===== src/rtl/soundweb_stream_encoder.sv =====
// rtl/soundweb_stream_encoder.sv - Soundweb packet encoder streaming STX, stuffed body, XOR checksum, ETX
// Captures one message per handshake and emits the framed packet one byte per accepted cycle.
module soundweb_stream_encoder #(
  parameter int MAX_DATA_BYTES = 4,
  parameter bit ESCAPE_EN      = 1'b1
) (
  input  logic                                 clk,
  input  logic                                 reset,
  input  logic                                 in_valid,
  output logic                                 in_ready,
  input  logic [7:0]                           command,
  input  logic [47:0]                          address,
  input  logic [15:0]                          sv,
  input  logic [8*MAX_DATA_BYTES-1:0]          data,
  input  logic [$clog2(MAX_DATA_BYTES+1)-1:0]  data_len,
  output logic                                 out_valid,
  input  logic                                 out_ready,
  output logic [7:0]                           out_data,
  output logic                                 out_sop,
  output logic                                 out_eop,
  output logic                                 busy,
  output logic [15:0]                          pkt_count
);

  localparam int LW       = $clog2(MAX_DATA_BYTES + 1);
  localparam int BODY_MAX = 9 + MAX_DATA_BYTES;
  localparam int IW       = $clog2(BODY_MAX);

  localparam logic [7:0] STX_BYTE = 8'h02;
  localparam logic [7:0] ETX_BYTE = 8'h03;
  localparam logic [7:0] ESC_BYTE = 8'h1B;

  typedef enum logic [2:0] {
    S_IDLE, S_STX, S_BODY, S_ESC, S_CSUM, S_CSUM_ESC, S_ETX
  } state_t;

  state_t          state_q, state_d;
  logic [IW-1:0]   idx_q, idx_d;
  logic [IW-1:0]   last_q;
  logic [7:0]      csum_q;
  logic [15:0]     pkt_count_q;
  logic [7:0]      body_q  [BODY_MAX];
  logic [7:0]      body_in [BODY_MAX];
  logic [7:0]      csum_in;
  logic [LW-1:0]   len_c;
  logic [7:0]      cur;
  logic            accept;
  logic            at_last;

  function automatic logic needs_esc(input logic [7:0] b);
    return ESCAPE_EN && (b == 8'h02 || b == 8'h03 || b == 8'h06 ||
                         b == 8'h15 || b == 8'h1B);
  endfunction

  // Body layout and checksum are computed from the live inputs so they can be latched on accept.
  always_comb begin
    len_c = (data_len > LW'(MAX_DATA_BYTES)) ? LW'(MAX_DATA_BYTES) : data_len;
    body_in[0] = command;
    for (int i = 0; i < 6; i++) body_in[1+i] = address[8*i +: 8];
    body_in[7] = sv[7:0];
    body_in[8] = sv[15:8];
    for (int i = 0; i < MAX_DATA_BYTES; i++) body_in[9+i] = data[8*i +: 8];
    csum_in = 8'h00;
    for (int i = 0; i < 9; i++) csum_in = csum_in ^ body_in[i];
    for (int i = 0; i < MAX_DATA_BYTES; i++) begin
      if (i < int'(len_c)) csum_in = csum_in ^ data[8*i +: 8];
    end
  end

  assign accept    = in_valid && (state_q == S_IDLE);
  assign cur       = body_q[idx_q];
  assign at_last   = (idx_q == last_q);
  assign out_valid = (state_q != S_IDLE);
  assign in_ready  = (state_q == S_IDLE);
  assign busy      = (state_q != S_IDLE);
  assign pkt_count = pkt_count_q;

  always_ff @(posedge clk) begin
    if (reset) begin
      state_q     <= S_IDLE;
      idx_q       <= '0;
      pkt_count_q <= 16'h0000;
    end else begin
      state_q <= state_d;
      idx_q   <= idx_d;
      if (state_q == S_ETX && out_ready) pkt_count_q <= pkt_count_q + 16'h0001;
    end
  end

  always_ff @(posedge clk) begin
    if (accept) begin
      for (int i = 0; i < BODY_MAX; i++) body_q[i] <= body_in[i];
      csum_q <= csum_in;
      last_q <= IW'(8) + IW'(len_c);
    end
  end

  // Outputs depend only on registered state, so they hold naturally while out_ready is low.
  always_comb begin
    state_d  = state_q;
    idx_d    = idx_q;
    out_data = 8'h00;
    out_sop  = 1'b0;
    out_eop  = 1'b0;
    case (state_q)
      S_IDLE: begin
        if (accept) begin
          state_d = S_STX;
          idx_d   = '0;
        end
      end
      S_STX: begin
        out_data = STX_BYTE;
        out_sop  = 1'b1;
        if (out_ready) state_d = S_BODY;
      end
      S_BODY: begin
        if (needs_esc(cur)) begin
          out_data = ESC_BYTE;
          if (out_ready) state_d = S_ESC;
        end else begin
          out_data = cur;
          if (out_ready) begin
            if (at_last) state_d = S_CSUM;
            else         idx_d   = idx_q + IW'(1);
          end
        end
      end
      S_ESC: begin
        out_data = cur + 8'h80;
        if (out_ready) begin
          if (at_last) begin
            state_d = S_CSUM;
          end else begin
            state_d = S_BODY;
            idx_d   = idx_q + IW'(1);
          end
        end
      end
      S_CSUM: begin
        if (needs_esc(csum_q)) begin
          out_data = ESC_BYTE;
          if (out_ready) state_d = S_CSUM_ESC;
        end else begin
          out_data = csum_q;
          if (out_ready) state_d = S_ETX;
        end
      end
      S_CSUM_ESC: begin
        out_data = csum_q + 8'h80;
        if (out_ready) state_d = S_ETX;
      end
      S_ETX: begin
        out_data = ETX_BYTE;
        out_eop  = 1'b1;
        if (out_ready) state_d = S_IDLE;
      end
      default: state_d = S_IDLE;
    endcase
  end

endmodule


===== config.mk =====
export PLATFORM = sky130hd
export DESIGN_NAME = soundweb_stream_encoder
export DESIGN_NICKNAME = d
export VERILOG_FILES = /design/src/rtl/soundweb_stream_encoder.sv
export SDC_FILE = /design/constraint.sdc
export NUM_CORES = 1
export LEC_CHECK = 0
export ABC_CLOCK_PERIOD_IN_PS = 6500
export CORE_UTILIZATION = 52
export CTS_CLUSTER_SIZE = 30
export DETAILED_ROUTE_END_ITERATION = 6
export HOLD_SLACK_MARGIN = 0.02
export PLACE_DENSITY = 0.88
export SYNTH_ARGS = -nofsm -noshare
export SYNTH_HDL_FRONTEND = slang
export SYNTH_SLANG_ARGS = --single-unit

===== constraint.sdc =====
create_clock -name clk -period 6.5 [get_ports clk]
set_input_delay 1.95 -clock clk [delete_from_list [all_inputs] [get_ports clk]]
set_output_delay 1.95 -clock clk [all_outputs]
set_load 0.01 [all_outputs]

# [Word-level counts from Yosys, hierarchy flattened]
# Memory sizes are Yosys's and may differ from the RTL's. A register that Yosys moved wholly into a read port is not among the register bits.
# Cells that the tools add are included.
[op_classes] shift=0 magnitude_cmp=5 addsub=5 bitwise_logic=12 n_reduce_logical=15 mux=32 multipliers=0 n_div=0 eq_ne=25
[op_table] operator="XOR 8 bit" count=12
[op_table] operator="2-to-1 mux 8 bit" count=6
[op_table] operator="case mux 8 bit (6 select lines)" count=1
[op_table] operator="2-to-1 mux 3 bit" count=13
[op_table] operator="equality test 8 x 2 -> 1 bit, second input constant" count=4
[op_table] operator="equality test 8 x 5 -> 1 bit, second input constant" count=4
[op_table] operator="2-to-1 mux 4 bit" count=6
[op_table] operator="case mux 3 bit (7 select lines)" count=1
[op_table] operator="adder 16 x 1 -> 16 bit, second input constant" count=1
[op_table] operator="adder 8 bit, second input constant" count=2
[op_table] operator="equality test 8 x 3 -> 1 bit, second input constant" count=2
[op_table] operator="case mux 4 bit (3 select lines)" count=1
[op_table] operator="!= test 2 bit, second input constant" count=5
[op_table] operator="equality test 3 bit, second input constant" count=3
[op_table] operator="logical OR 1 bit" count=8
[op_table] operator="AND reduction 7 bit" count=1
[op_table] operator="equality test 3 x 2 -> 1 bit, second input constant" count=2
[op_table] operator="less-than comparator 1 x 3 -> 1 bit, first input constant" count=2
[op_table] operator="less-than comparator 2 x 3 -> 1 bit, first input constant" count=2
[op_table] operator="!= test 3 bit, second input constant" count=2
[op_table] operator="nonzero test 3 bit" count=2
[op_table] operator="adder 4 x 1 -> 4 bit, second input constant" count=1
[op_table] operator="adder 4 x 3 -> 4 bit, first input constant" count=1
[op_table] operator="equality test 4 bit" count=1
[op_table] operator="other kinds (7)" count=11
[totals] regBits=35 n_memories=1 in_bits=111 word_cells=100 mem_bits_rw=104 out_inout_bits=29 latchBits=0 rom_bits=0
[memory_table] memory="body_q" words=13 width=8 read_ports=1 rd_clocked_by_memory_dff=1 write_ports=13 line_no="42" source="logic [7:0] body_q [BODY_MAX];"

# [Depth between registers and ports, before layout]
# Gate-level depths: netlist (run 1).
[depth] word_depth=16 mapped_depth=9

# [Worst setup path after synthesis (run 1)]
# No wires, ideal clock.
[synth_timing] path_type="in2reg" startpoint="in in_valid" endpoint="reg with a tool-made name" t_arrival_ns=6.021 stages=5 setup_slack_ns=0.360 path_cell_list="and2_1 > clkbuf_1 > or2_2 > nor2_1 > a31o_1"
[synth_rtl] element="from (decl)" line_no="9" source="input logic in_valid,"

==> impl_metrics.ini, run 1 <==
[status]
status = finished, final reports clean

[final_layout]
stdcell_count = 853
final_nets = 777
layout_commonest_cell = clkdlybuf4s50_1
n_fill_cell = 876
diodes = 0
area_growth_pct = 30.34
drive_above_1_share_pct = 11.08
final_util_pct = 69.48
final_cell_mix = 139 x clkdlybuf4s50_1, 115 x edfxtp_1, 81 x xnor2_1

[yosys]
syn_inst = 526
synth.net_count = 639
syn_avg_cell_area_um2 = 13.37
synth_cell_types = 62
netlist_area_um2 = 7032
ys_async_sr_fraction_pct = 0
synth_flop_cell = edfxtp_1
ys.warnings.count = 0
synth_edf_count = 115
synth-seq-area-share_pct = 56.80
synth.ff_latch_count = 142

[worst_setup_path]
arrival_ns = 4.05
crit_end = out_data[2]
cp_top_family = compound AO/OA/AOI/OAI gates
rr_worst_depth = 8
end_kind = output pin
path_max_fanout = 19
criticalPathCategory = register to output pin
critPathRequiredTime_ns = 4.55
crit_path_cell_trace = mux2_1, mux4_2, o22a_4, a211oi_2, o21ai_1, and2_1, a221o_1, clkdlybuf4s50_1
cp-start-kind = register
crit_cells = 8
critPathBufInv = 1
cp_slowest_cell = dfxtp_1
r2r_slack_ns = 3.08
critPathMaxStageDelay_ns = 0.82
reg2reg_to = idx_q[1]

[placement]
gp_congestion = 0.8751
post-dp-hpwl_mm = 12.25
dp_cells = 821
place.port_buffers = 139

[pwr]
pwr_density_cell_nw_per_um2 = 328.3
power_frac_seq_pct = 44.5
power_frac_clock_pct = 32.8
switchingPower_uw = 840.5
vdd_drop_max_mv = 0.1829
power.leakage_nw = 3.078
internal-power_mw = 2.169
finalPower_mw = 3.009
p_comb_share_pct = 22.6
swShare_pct = 27.93

[cts]
cts_made_buffers = 17
holdBufCountCts = 0
cts_buffer_depth = 2
post_cts_resized = 0
cts.sinks = 142
tritoncts = built
cts_setup_buffers = 0
clock_latency_ns = 0.43
clk_pin_slew_ns = 0.06
ctsRootBufferMaster = clkbuf_16
htreeDepth = 4

[drt]
totalWireLength_mm = 17.29
vias_per_cell = 5.916
vias = 5046
first_iter_violations = 744
ant_nets = 0
firstDrtPassIters = 5
wl_per_cell_um = 20.27
drc = 0

[die]
dieWidth_um = 118.3
dieHeight_um = 118.3
dieArea_um2 = 13990
core_region_area_um2 = 13190
ios = 140
row_count = 42
start_util_pct = 53.31

[sta]
relSlewSlack_pct = 24.58
worst_pin_slew_ns = 1.131
period_share_pct = 92.25
min_period_ns = 5.996
timing.final.max_slew_violations = 0
rsz0062_at_grt = no
fin_tns_setup_ns = 0
skew_ns = 0.01315
max_freq_mhz = 166.8
finalSetupViolations = 0
hold_violations = 0
worst_hold_slack_ns = 0.5470

[hold_path]
hp-class = register to register

[global_routing]
gr-total-overflow = 0
grt_usage_pct = 25.90
grt_max_degree = 86
antenna_found_initial = 0
grt_pass1_wl_mm = 27.14
grt_pass1_vias = 5092

[run]
cap_viol_max_count = 0
[worst min path at each step]
stage / start / endpoint / slack (ns) / depth (start not counted)
finish: pkt_count[10] / pkt_count[10] / 0.55 / 2
global route: pkt_count[15] / pkt_count[15] / 0.58 / 2
CTS: pkt_count[1] / pkt_count[1] / 0.55 / 2
detailed placement: pkt_count[10] / pkt_count[10] / 0.54 / 2
global placement: pkt_count[15] / pkt_count[15] / 0.49 / 2
floorplan: idx_q[2] / register / 0.49 / 2
[power by group through the flow]
stage	combinational (mW)	sequential [mW]	clock, mW
after CTS	0.677	1.34	0.989
final	0.681	1.34	0.988
after floorplan	0.464	1.31	0
after detailed placement	0.668	1.35	0
after global placement	0.643	1.35	0
after global routing	0.727	1.35	1.03
[synth_stat cells (3+ instances only)]
library cell,number,area [µm²]
inv_1,5,18.77
edfxtp_1,115,3453
or3_1,3,18.77
mux2i_1,9,90.09
a21oi_1,22,110.1
dfxtp_1,27,540.5
and4_1,3,26.28
o21ai_0,9,45.04
a31o_2,3,26.28
and3_1,6,37.54
a211oi_2,3,37.54
clkbuf_1,16,60.06
nor2_1,30,112.6
nor2b_1,5,31.28
xnor2_1,81,709.4
nand2b_1,5,31.28
o21ai_1,5,25.02
nor3b_1,6,45.04
nand3_1,10,50.05
xor2_1,27,236.5
mux2_4,3,45.04
o211ai_1,6,45.04
mux4_2,23,518.0
and2_1,5,31.28
a22oi_1,8,60.06
o21a_1,3,22.52
buf_6,3,33.78
nand4_1,3,18.77
nand2_1,27,101.4
nor3_1,8,40.04
a31oi_1,3,18.77
o22ai_1,6,37.54
o221ai_1,3,26.28
[worst min-delay path: cells and delay by family, from the launching register on]
family           cells  cell delay, ns
flip-flops           1            0.36
AND/OR/NAND/NOR      1            0.08
XOR/XNOR             1            0.07
[area by class of cell]
type | instances | area [µm²] | area share, %
flip-flops and latches | 142 | 3994 | 43.58
multi-input cells | 353 | 2895 | 31.59
repair buffers | 143 | 1421 | 15.51
clock buffers | 24 | 534.3 | 5.829
well taps | 176 | 220.2 | 2.403
clock inverters | 8 | 73.82 | 0.8055
inverters | 7 | 26.28 | 0.2867
[state kept, by name (all words and copies together) (netlist names), named ones only]
signal / flops
pkt_count: 16
csum_q: 8
state_q: 3
body_q: 104
last_q: 3
idx_q: 4
[routing by layer]
layer	part of all wire, %	GRT usage (%)	up-vias
met5	0	0	-
met4	2.8	9.856	0
met3	7.6	6.129	45
met2	52	44.93	296
met1	38	31.20	2459
li1	-	-	2246
[per-stage QoR]
stage	area, µm²	setup slack, ns
finish	9165	0.5037
global route	9165	0.2399
CTS	9165	0.5138
detailed placement	8557	0.9970
global placement	8557	1.187
floorplan	7032	0.3602
[logic make-up after synthesis]
| group | count (synthesis) | share of synthesized area, % |
|---|---|---|
| buffers and inverters | 31 | 2.064 |
| adders and majority gates | 3 | 0.4982 |
| muxes | 37 | 9.609 |
| DFF | 142 | 56.80 |
| and+or+nand+nor | 117 | 8.381 |
| AOI/OAI and AO/OA | 88 | 9.200 |
| xor gates and xnor gates | 108 | 13.45 |
Power figures use the tool's default switching activity.
==> inputs of run 2 (changes only) <==
CORE_UTILIZATION = 50   (was 52)
PLACE_DENSITY = 0.86   (was 0.88)
==> impl_metrics.ini, run 2 (synthesized netlist as in run 1, its figures left out) <==
[sta]
hold_violations = 0
min_period_ns = 6.040
worst_pin_slew_ns = 1.142
skew_ns = 0.009402
timing.final.max_slew_violations = 0
period_share_pct = 92.92
max_freq_mhz = 165.6
rsz0062_at_grt = no
relSlewSlack_pct = 23.85
fin_tns_setup_ns = 0
finalSetupViolations = 0

[hold_path]
hold_path_depth = 2
whs_endpoint = pkt_count[15]
hp-class = register to register
min_from = pkt_count[15]

[cts]
ctsRootBufferMaster = clkbuf_16
tritoncts = built
holdBufCountCts = 0
htreeDepth = 4
cts.sinks = 142
clk_pin_slew_ns = 0.06
cts_setup_buffers = 0
post_cts_resized = 0
cts_buffer_depth = 2
cts_made_buffers = 17
clock_latency_ns = 0.42

[drt]
first_iter_violations = 411
vias_per_cell = 5.877
drc = 0
ant_nets = 0
firstDrtPassIters = 7
totalWireLength_mm = 17.03
vias = 5007
wl_per_cell_um = 19.99

[worst_setup_path]
rr_worst_depth = 8
end_kind = output pin
crit_path_cell_trace = mux2_1, mux4_2, o22a_4, a211oi_2, o21ai_1, and2_1, a221o_1, clkdlybuf4s50_1
r2r_slack_ns = 3.11
cp_top_family = compound AO/OA/AOI/OAI gates
cp-start-kind = register
path_max_fanout = 19
critPathBufInv = 1
cp_slowest_cell = dfxtp_1
critPathRequiredTime_ns = 4.55
arrival_ns = 4.09
critPathMaxStageDelay_ns = 0.87
criticalPathCategory = register to output pin

[final_layout]
drive_above_1_share_pct = 10.36
area_growth_pct = 30.61
diodes = 0
fin_area_um2 = 9184
final_util_pct = 68.27
largest_register = body_q
largest_reg_flops = 104
final_cell_mix = 139 x clkdlybuf4s50_1, 115 x edfxtp_1, 81 x xnor2_1
layout_commonest_cell = clkdlybuf4s50_1
final_nets = 777

[die]
ios = 140
dieArea_um2 = 14540
dieHeight_um = 120.6
dieWidth_um = 120.6
row_count = 42
start_util_pct = 52.27
core_region_area_um2 = 13450

[pwr]
finalPower_mw = 3.059
pwr_density_cell_nw_per_um2 = 333.1
power.leakage_nw = 3.071
vdd_drop_max_mv = 0.2059

[placement]
post-dp-hpwl_mm = 12.03
place.port_buffers = 139
placed_cell_area_um2 = 8557
gp_congestion = 0.8945

[run]
cap_viol_max_count = 0

[global_routing]
grt_pass1_wl_mm = 26.79
grt_max_degree = 92
gr-total-overflow = 0
grt_usage_pct = 24.66
grt_pass1_vias = 5148
antenna_found_initial = 0

[status]
status = finished, final reports clean
## run 2: metrics by stage
stage               setup WS, ns  hold WS [ns]  std cells
floorplan                 0.3602        0.4874        526
global placement           1.087        0.4955        821
detailed placement        0.9902        0.5127        821
CTS                       0.4973        0.5257        852
global route              0.2646        0.5736        852
finish                    0.4602        0.5255        852
## run 2: layout make-up
type / count / area (µm²)
repair buffers: 143 / 1421
flip-flops and latches: 142 / 3994
clock buffers: 19 / 432.9
clock inverters: 12 / 193.9
well taps: 176 / 220.2
fillers: 896 / 4269
inverters: 7 / 26.28
multi-input cells: 353 / 2895
## run 2: metal layers
layer,share of wire (%),up-vias,GRT usage (%)
li1,-,2252,-
met1,37,2437,28.42
met2,52,270,43.79
met3,7.6,48,5.330
met4,3.5,0,11.27
met5,0,-,0
## run 2: report_power, final
group	leakage [nW]	switching (mW)	internal [mW]	total (mW)
Clock	0.296	0.361	0.675	1.04
Combinational	1.46	0.358	0.325	0.683
Sequential	1.31	0.108	1.23	1.34
## run 2: how the worst max path moves through the flow
stage	from	endpoint	slack [ns]	cells past startpoint
after floorplan	in_valid	register	0.36	5
after global placement	register	out_data[2]	1.09	9
after detailed placement	register	out_data[2]	0.99	9
after CTS	register	out_data[2]	0.50	8
after global routing	register	out_data[2]	0.26	9
final	register	out_data[2]	0.46	8
## run 2: worst register-to-register path, cell delays in order (launching register included)
cell and delay [ns]:
dfxtp_1 0.81, buf_4 0.36, mux4_2 0.54, a211oi_2 0.26, nand3_1 0.15, a21oi_1 0.33
o311ai_4 0.24, a211o_1 0.35, a21oi_1 0.23
==> inputs of run 3 (changes only) <==
CELL_PAD_IN_SITES_DETAIL_PLACEMENT = 1   (was not set)
CELL_PAD_IN_SITES_GLOBAL_PLACEMENT = 1   (was not set)
CORE_UTILIZATION = 42   (was 50)
HOLD_SLACK_MARGIN = 0.03   (was 0.02)
PLACE_DENSITY = 0.88   (was 0.86)
==> impl_metrics.ini, run 3 (synthesized netlist as in run 1, its figures left out) <==
[pwr]
power.leakage_nw = 3.060
vdd_drop_max_mv = 0.2571
finalPower_mw = 3.014
pwr_density_cell_nw_per_um2 = 327.9

[placement]
place.port_buffers = 139
post-dp-hpwl_mm = 14.36
gp_congestion = 0.8982

[final_layout]
n_fill_cell = 1588
multi_input_area_um2 = 2895
final_cell_mix = 139 x clkdlybuf4s50_1, 115 x edfxtp_1, 81 x xnor2_1
drive_above_1_share_pct = 10.78
largest_reg_flops = 104
register_area_um2 = 3994
area_growth_pct = 30.75
layout_commonest_cell = clkdlybuf4s50_1
largest_register = body_q
final_nets = 778
final_util_pct = 57.05
diodes = 0

[worst_setup_path]
path_max_fanout = 19
criticalPathCategory = register to output pin
critPathRequiredTime_ns = 4.55
cp_slowest_cell = dfxtp_1
r2r_slack_ns = 3.07
end_kind = output pin
crit_path_cell_trace = mux2_1, mux4_2, o22a_4, a211oi_2, o21ai_1, and2_1, a221o_1, clkdlybuf4s50_1
arrival_ns = 4.01
cp-start-kind = register
critPathMaxStageDelay_ns = 0.85

[global_routing]
grt_pass1_vias = 5347
grt_max_degree = 89
gr-total-overflow = 0
antenna_found_initial = 0
grt_usage_pct = 23.90
grt_pass1_wl_mm = 30.79

[sta]
period_share_pct = 91.74
timing.final.max_slew_violations = 0
skew_ns = 0.007838
max_freq_mhz = 167.7
fin_tns_setup_ns = 0
worst_pin_slew_ns = 1.156
min_period_ns = 5.963
relSlewSlack_pct = 22.91
rsz0062_at_grt = no
finalSetupViolations = 0
hold_violations = 0

[die]
dieHeight_um = 131.4
dieArea_um2 = 17260
core_region_area_um2 = 16120
dieWidth_um = 131.4
ios = 140
start_util_pct = 43.63
row_count = 46

[cts]
htreeDepth = 4
cts.sinks = 142
ctsRootBufferMaster = clkbuf_16
clock_latency_ns = 0.42
clk_pin_slew_ns = 0.06
holdBufCountCts = 0
cts_setup_buffers = 0
cts_made_buffers = 17
cts_buffer_depth = 2
post_cts_resized = 0
tritoncts = built

[drt]
first_iter_violations = 374
drc = 0
firstDrtPassIters = 4
vias_per_cell = 5.579
ant_nets = 0
vias = 4982
wl_per_cell_um = 22.14
totalWireLength_mm = 19.77

[run]
cap_viol_max_count = 0

[status]
status = finished, final reports clean

[hold_path]
hp-class = register to register
-- run 3: changes by cell type in the layout (fill, tap and decap cells not counted) --
cell and change:
clkinv_1 -2, buf_4 +1, clkinv_2 +4, bufinv_16 -2
-- run 3: final timing paths --
path	startpoint	end	cells after the start
setup reg to reg	register	register	7
hold reg to reg	pkt_count[14]	pkt_count[14]	2
setup / recovery	register	out_data[2]	8
hold / removal	pkt_count[14]	pkt_count[14]	2
-- run 3: layout make-up --
| class | instances | share of cell area, % |
|---|---|---|
| clock buffers | 19 | 4.709 |
| clock inverters | 12 | 1.592 |
| inverters | 7 | 0.2858 |
| multi-input cells | 353 | 31.49 |
| flip-flops and latches | 142 | 43.44 |
| well taps | 216 | 2.940 |
| repair buffers | 144 | 15.54 |
-- run 3: power by group --
| part | leakage [nW] | switching, mW | internal [mW] | total [mW] |
|---|---|---|---|---|
| Combinational | 1.47 | 0.375 | 0.326 | 0.701 |
| Clock | 0.280 | 0.373 | 0.597 | 0.970 |
| Sequential | 1.31 | 0.111 | 1.23 | 1.34 |
-- run 3: metrics by stage --
stage	hold WS, ns	worst slack, ns	area (µm²)	std cells
2_1_floorplan	0.4874	0.3602	7032	526
3_3_place_gp	0.4952	1.174	8615	862
3_5_place_dp	0.5373	0.9944	8615	862
4_1_cts	0.5612	0.5386	9194	893
5_1_grt	0.5953	0.3726	9194	893
6_report	0.5568	0.5368	9194	893
-- run 3: critical path, delay by kind of cell, from the launching register on --
family                 cells  cell delay, ns
AOI/OAI and AO/OA          4            1.13
and+or+nand+nor            1            0.25
DFF                        1            0.85
buffers and inverters      1            0.49
muxes                      2            0.87
-- run 3: per-layer routing --
metal	track usage [%]	part of all wire [%]
met2	42.91	54
met1	27.85	39
met3	4.360	4.8
met5	0	0
met4	10.34	2.5
